--- src/rtl/ps2_host_tx.sv ---
// rtl/ps2_host_tx.sv - PS/2 host-to-device command byte transmitter
// Open-drain outputs: *_oe_o=1 pulls the pad low, otherwise the pad floats high.
module ps2_host_tx #(
    parameter int INHIBIT_CYCLES       = 2500,
    parameter int START_TIMEOUT_CYCLES = 375000,
    parameter int XFER_TIMEOUT_CYCLES  = 50000,
    parameter int FILTER_LEN           = 8
) (
    input  logic       clk_cpu,
    input  logic       rst_n,
    input  logic       start_i,
    input  logic [7:0] data_i,
    output logic       rdy_o,
    output logic       done_o,
    output logic [1:0] err_o,
    input  logic       ps2clk_i,
    input  logic       ps2dat_i,
    output logic       ps2clk_oe_o,
    output logic       ps2dat_oe_o
);

    localparam int INH_W = $clog2(INHIBIT_CYCLES + 1);
    localparam int ST_W  = $clog2(START_TIMEOUT_CYCLES + 1);
    localparam int XF_W  = $clog2(XFER_TIMEOUT_CYCLES + 1);
    localparam int FLT_W = $clog2(FILTER_LEN + 1);

    localparam logic [INH_W-1:0] INH_LAST = INH_W'(INHIBIT_CYCLES - 1);
    localparam logic [ST_W-1:0]  ST_LAST  = ST_W'(START_TIMEOUT_CYCLES - 1);
    localparam logic [XF_W-1:0]  XF_LAST  = XF_W'(XFER_TIMEOUT_CYCLES - 1);
    localparam logic [FLT_W-1:0] FLT_LAST = FLT_W'(FILTER_LEN - 1);

    localparam logic [3:0] S_IDLE       = 4'd0;
    localparam logic [3:0] S_INHIBIT    = 4'd1;
    localparam logic [3:0] S_REQ        = 4'd2;
    localparam logic [3:0] S_WAIT_FIRST = 4'd3;
    localparam logic [3:0] S_BITS       = 4'd4;
    localparam logic [3:0] S_ACK        = 4'd5;
    localparam logic [3:0] S_WAIT_REL   = 4'd6;
    localparam logic [3:0] S_DONE       = 4'd7;
    localparam logic [3:0] S_ERR        = 4'd8;

    // Index 0 is the clock line, index 1 the data line.
    logic [1:0]       sync1_q, sync2_q, filt_q;
    logic [FLT_W-1:0] fcnt_q [2];
    logic [1:0]       flip;
    logic             fall;

    always_comb begin
        flip = '0;
        for (int i = 0; i < 2; i++) begin
            flip[i] = (sync2_q[i] != filt_q[i]) && (fcnt_q[i] == FLT_LAST);
        end
    end

    // The filtered clock drops on this very edge.
    assign fall = flip[0] & ~sync2_q[0];

    always_ff @(posedge clk_cpu) begin
        if (!rst_n) begin
            sync1_q   <= 2'b11;
            sync2_q   <= 2'b11;
            filt_q    <= 2'b11;
            fcnt_q[0] <= '0;
            fcnt_q[1] <= '0;
        end else begin
            sync1_q <= {ps2dat_i, ps2clk_i};
            sync2_q <= sync1_q;
            for (int i = 0; i < 2; i++) begin
                if (sync2_q[i] == filt_q[i]) begin
                    fcnt_q[i] <= '0;
                end else if (flip[i]) begin
                    filt_q[i] <= sync2_q[i];
                    fcnt_q[i] <= '0;
                end else begin
                    fcnt_q[i] <= fcnt_q[i] + 1'b1;
                end
            end
        end
    end

    logic [3:0]       state_q, state_d;
    logic [9:0]       shreg_q, shreg_d;
    logic [3:0]       bitcnt_q, bitcnt_d;
    logic             dat_oe_q, dat_oe_d;
    logic [1:0]       err_q, err_d;
    logic [INH_W-1:0] inh_q, inh_d;
    logic [ST_W-1:0]  st_q, st_d;
    logic [XF_W-1:0]  xf_q, xf_d;

    always_comb begin
        state_d  = state_q;
        shreg_d  = shreg_q;
        bitcnt_d = bitcnt_q;
        dat_oe_d = dat_oe_q;
        err_d    = err_q;
        inh_d    = inh_q;
        st_d     = st_q;
        xf_d     = xf_q;
        case (state_q)
            S_IDLE: begin
                dat_oe_d = 1'b0;
                if (start_i) begin
                    shreg_d  = {1'b1, ~^data_i, data_i};
                    err_d    = 2'b00;
                    bitcnt_d = 4'd0;
                    inh_d    = '0;
                    state_d  = S_INHIBIT;
                end
            end
            S_INHIBIT: begin
                inh_d = inh_q + 1'b1;
                if (inh_q == INH_LAST) begin
                    dat_oe_d = 1'b1;
                    st_d     = '0;
                    state_d  = S_REQ;
                end
            end
            S_REQ: begin
                st_d    = '0;
                state_d = S_WAIT_FIRST;
            end
            S_WAIT_FIRST: begin
                st_d = st_q + 1'b1;
                if (st_q == ST_LAST) begin
                    err_d    = 2'b01;
                    dat_oe_d = 1'b0;
                    state_d  = S_ERR;
                end else if (fall) begin
                    dat_oe_d = ~shreg_q[0];
                    shreg_d  = {1'b0, shreg_q[9:1]};
                    bitcnt_d = 4'd1;
                    xf_d     = '0;
                    state_d  = S_BITS;
                end
            end
            S_BITS, S_ACK, S_WAIT_REL: begin
                xf_d = xf_q + 1'b1;
                // A timeout overrides a clock fall landing on the same cycle.
                if (xf_q == XF_LAST) begin
                    err_d    = 2'b10;
                    dat_oe_d = 1'b0;
                    state_d  = S_ERR;
                end else if (state_q == S_BITS) begin
                    if (fall) begin
                        dat_oe_d = ~shreg_q[0];
                        shreg_d  = {1'b0, shreg_q[9:1]};
                        bitcnt_d = bitcnt_q + 4'd1;
                        if (bitcnt_q == 4'd9) begin
                            state_d = S_ACK;
                        end
                    end
                end else if (state_q == S_ACK) begin
                    dat_oe_d = 1'b0;
                    if (fall) begin
                        if (filt_q[1]) begin
                            err_d   = 2'b11;
                            state_d = S_ERR;
                        end else begin
                            state_d = S_WAIT_REL;
                        end
                    end
                end else if (filt_q == 2'b11) begin
                    state_d = S_DONE;
                end
            end
            S_DONE: begin
                state_d = S_IDLE;
            end
            S_ERR: begin
                dat_oe_d = 1'b0;
                state_d  = S_IDLE;
            end
            default: begin
                dat_oe_d = 1'b0;
                state_d  = S_IDLE;
            end
        endcase
    end

    always_ff @(posedge clk_cpu) begin
        if (!rst_n) begin
            state_q  <= S_IDLE;
            shreg_q  <= '0;
            bitcnt_q <= '0;
            dat_oe_q <= 1'b0;
            err_q    <= 2'b00;
            inh_q    <= '0;
            st_q     <= '0;
            xf_q     <= '0;
        end else begin
            state_q  <= state_d;
            shreg_q  <= shreg_d;
            bitcnt_q <= bitcnt_d;
            dat_oe_q <= dat_oe_d;
            err_q    <= err_d;
            inh_q    <= inh_d;
            st_q     <= st_d;
            xf_q     <= xf_d;
        end
    end

    assign rdy_o       = (state_q == S_IDLE);
    assign done_o      = (state_q == S_DONE) || (state_q == S_ERR);
    assign err_o       = err_q;
    assign ps2clk_oe_o = (state_q == S_INHIBIT) || (state_q == S_REQ);
    assign ps2dat_oe_o = dat_oe_q && ((state_q == S_REQ) || (state_q == S_WAIT_FIRST)
                                      || (state_q == S_BITS));

endmodule

--- config.mk ---
export PLATFORM = sky130hd
export DESIGN_NAME = ps2_host_tx
export DESIGN_NICKNAME = d
export VERILOG_FILES = /design/src/rtl/ps2_host_tx.sv
export SDC_FILE = /design/constraint.sdc
export NUM_CORES = 1
export LEC_CHECK = 0
export ABC_CLOCK_PERIOD_IN_PS = 2650
export CORE_MARGIN = 3
export CORE_UTILIZATION = 44
export CTS_CLUSTER_SIZE = 30
export DETAILED_ROUTE_END_ITERATION = 12
export GPL_TIMING_DRIVEN = 0
export PLACE_DENSITY = 0.72
export RECOVER_POWER = 25
export SLEW_MARGIN = 40
export SYNTH_ARGS = -nofsm -noshare
export SYNTH_HDL_FRONTEND = slang
export SYNTH_SLANG_ARGS = --single-unit
--- constraint.sdc ---
create_clock -name clk_cpu -period 2.65 [get_ports clk_cpu]
set_clock_uncertainty 0.2 [all_clocks]
set_input_delay 0.265 -clock clk_cpu [delete_from_list [all_inputs] [get_ports clk_cpu]]
set_output_delay 0.265 -clock clk_cpu [all_outputs]
set_load 0.1 [all_outputs]
==> impl_metrics.py <==
metrics = {
    "outcome": {
        "outcome": "completed",
    },
    "synth": {
        "yosysWarningCount": 0,
        "synth_edf_count": 8,
        "synthCells": 541,
        "synth_seq_cells": 82,
        "synth.top_cells.by_area": "dfxtp_1, a21oi_1, edfxtp_1",
        "synth_top_area_share_pct": 32.1,
        "ys.flop_type": "dfxtp_1",
        "synth_area_sq_um": 4620,
        "synth_area_leader_cell": "dfxtp_1",
        "async_flop_share_pct": 0,
        "synth_cell_types": 72,
        "ys_seq_area_share_pct": 37.3,
        "syn_area_per_cell_sq_um": 8.54,
    },
    "critical_path": {
        "r2r_end": "xf_q[11]$_SDFFE_PN0P_",
        "rr_startpoint": "state_q[3]$_SDFFE_PN0P_",
        "worst_path_most_repeated_cell": "buf_2",
        "startpoint_type": "flip-flop",
        "end_kind": "output port",
        "r2r_cells": 9,
        "path_cells": "buf_2 > nor3b_1 > a21oi_1 > nor3b_2 > buf_2",
        "setup.worst_path.end": "ps2dat_oe_o",
        "cp_max_fo": 10,
        "critical_path_arrival_ps": 2020,
        "cp_slowest_cell": "buf_2",
        "reg2reg_setup_slack_ps": 170,
        "worstPathRequired_ps": 2180,
        "slowest_delay_ps": 450,
        "critPathLaunch": "state_q[2]$_SDFFE_PN0P_",
        "critical_path_class": "flip-flop to output port",
    },
    "clocking": {
        "cts_buffers": 9,
        "cts_sinks": 82,
        "cts_buffer_depth": 2,
        "cts_hold_buf": 0,
        "cts_tree": "built",
        "insertion_delay_ps": 370,
        "path_clk_slew_ps": 90,
        "cts_htree_levels": 3,
        "root_buffer": "clkbuf_8",
    },
    "min_path": {
        "min-delay-path-class": "primary input to flip-flop",
    },
    "placement": {
        "gp_congestion": 0.909,
        "port_buffers": 17,
        "place_hpwl_um": 8090,
    },
    "detailed_routing": {
        "drtPass1Iterations": 5,
        "dr.first_iter.drc_count": 321,
        "routed_wl_um": 11500,
        "viasPerCell": 6.03,
        "drtAntennaViolNets": 0,
        "dr_total_vias": 4337,
        "drcViolationCount": 0,
        "avgRoutedWirePerCell_um": 16.0,
    },
    "die": {
        "dieHeight_um": 108,
        "initial_utilization_pct": 46.2,
        "core_sq_um": 10000,
        "die_x_um": 108,
        "rows": 36,
        "io_pins": 19,
        "dieArea_sq_um": 11800,
    },
    "cells_and_area": {
        "nets": 601,
        "antennaDiodeCount": 0,
        "fin_util_pct": 52.6,
        "area_growth_pct": 13.8,
        "drive_above_1_share_pct": 9.90,
        "n_fill_cell": 953,
    },
    "sta": {
        "setup_viol": 0,
        "holdWs_ps": 102,
        "rsz0062_at_grt": "no",
        "relSlewSlack_pct": 21.8,
        "tightest_slew_ps": 1180,
        "fin_crit_sh_pct": 94.0,
        "finalCriticalPeriod_ps": 2490,
        "hold_violations": 0,
        "drv_slew": 0,
        "fmax_ghz": 0.402,
    },
    "power_and_ir_drop": {
        "swShare_pct": 36.2,
        "seqPwrFrac_pct": 38.1,
        "ir_worst_vdd_mv": 0.606,
        "p_int_w": 0.00237,
        "cellLeakagePower_nw": 1.73,
        "p_total_w": 0.00371,
        "switching_power_w": 0.00134,
        "powerDensity_nw_per_um2": 706,
        "clkPwrFrac_pct": 30.7,
        "p_comb_share_pct": 31.2,
    },
    "global_routing": {
        "track_usage_pct": 20.5,
        "overflow": 0,
        "grt_max_degree": 15,
        "grt_pass1_wl_um": 19500,
        "grt_pass1_vias": 4121,
        "antenna_found_initial": 0,
    },
    "flow_run": {
        "drv_cap": 0,
    },
}
## synthesized netlist by cell type, types with 8 or more instances
library cell  number
o21ai_0           22
clkbuf_1          17
nand3_1           32
dfxtp_1           74
xor2_1             9
xnor2_1           10
or4_1             14
edfxtp_1           8
nor2_1            34
nor4_1             8
a21oi_1           60
mux2i_1           18
buf_2             11
nand2_1           37
o311ai_0          14
or3_1             16
nand4_1           13
o31ai_1           10
a311oi_1          11
and3_1             8
inv_1             17
## power by group through the flow
stage / clock network, W / registers, W / logic, W
after floorplan: 0 / 0.00147 / 0.000866
after global placement: 0 / 0.00144 / 0.00115
after detailed placement: 0 / 0.00144 / 0.00114
after CTS: 0.00116 / 0.00141 / 0.00114
after global routing: 0.00121 / 0.00143 / 0.00126
final: 0.00114 / 0.00142 / 0.00116
## repair_timing
action,4_1_cts,5_1_grt
resized for setup,1,8
pin swaps,0,1
buffers inserted,0,5
endpoints found under the setup margin,10,31
## cells in the final DEF, fill, tap and decap left out, types with 8 or more instances in the layout
cell	synthesis	final
or3_1	16	16
nor2_1	34	34
nor4_1	8	9
o31ai_1	10	10
o311ai_0	14	14
nand4_1	13	13
clkbuf_1	17	18
buf_2	11	16
o21ai_0	22	21
or4_1	14	14
clkdlybuf4s50_1	0	9
edfxtp_1	8	8
mux2i_1	18	18
dfxtp_1	74	74
a21oi_1	60	60
clkbuf_8	0	10
xor2_1	9	9
nand3_1	32	32
a311oi_1	11	11
inv_1	17	17
xnor2_1	10	10
and3_1	8	8
nand2_1	37	37
conb_1	1	8
## state kept, by name, summed over array words and instances (netlist names)
name	count
xf_q	16
dat_oe_q	1
state_q	4
filt_q	2
fcnt_q	8
st_q	19
sync2_q	2
bitcnt_q	4
inh_q	12
sync1_q	2
err_o	2
shreg_q	10
## logic make-up (layout without fill, tap and decap cells)
logic type / after synthesis / after routing / synth area share, %
other cells: 1 / 8 / 0.0812
buf+inv: 51 / 89 / 5.09
xor+xnor: 19 / 19 / 3.60
fa+ha+maj: 7 / 7 / 1.90
simple gates: 215 / 215 / 27.2
mux: 20 / 20 / 4.39
compound gates: 146 / 146 / 20.4
flops: 82 / 82 / 37.3
## per-layer routing
layer  part of all wire (%)  global-route usage, %
met2                     46                   32.0
met3                    3.8                   2.87
met4                    2.8                   9.92
met5                      0                      0
met1                     47                   27.7
## stage by stage
step	setup slack (ps)	area (sq um)	std cells	TNS, ps
after CTS	43.6	5220	714	0
final	160	5260	719	0
after detailed placement	-33.7	4970	698	-140
after floorplan	9.71	4660	548	0
after global routing	11.0	5260	719	0
after global placement	-119	5000	698	-282
## worst min-delay path by stage
stage	from	end	slack, ps	cells after the start
CTS	rst_n	sync2_q[0]$_SDFF_PN1_	90	2
finish	rst_n	sync2_q[0]$_SDFF_PN1_	100	2
global route	rst_n	sync2_q[1]$_SDFF_PN1_	140	2
detailed placement	sync1_q[1]$_SDFF_PN1_	sync2_q[1]$_SDFF_PN1_	200	1
floorplan	ps2clk_i	sync1_q[0]$_SDFF_PN1_	170	1
global placement	sync1_q[0]$_SDFF_PN1_	sync2_q[0]$_SDFF_PN1_	190	1
## critical path, delay by kind of cell, from the launching register on
| family | cells | cell delay (ps) |
|---|---|---|
| flip-flops | 1 | 380 |
| buffers and inverters | 2 | 700 |
| AND/OR/NAND/NOR | 2 | 480 |
| AO/OA/AOI/OAI | 1 | 90 |
## layout make-up
cell class	instances	area, sq um	share of cell area, %
Inverter	18	67.6	1.28
Tap cell	133	166	3.16
Buffer	33	169	3.21
Clock buffer	10	138	2.62
Clock inverter	6	113	2.14
Multi-Input combinational cell	415	2710	51.5
Timing Repair Buffer	22	175	3.33
Sequential cell	82	1720	32.7
No activity file was read; power rests on OpenSTA's default activity.
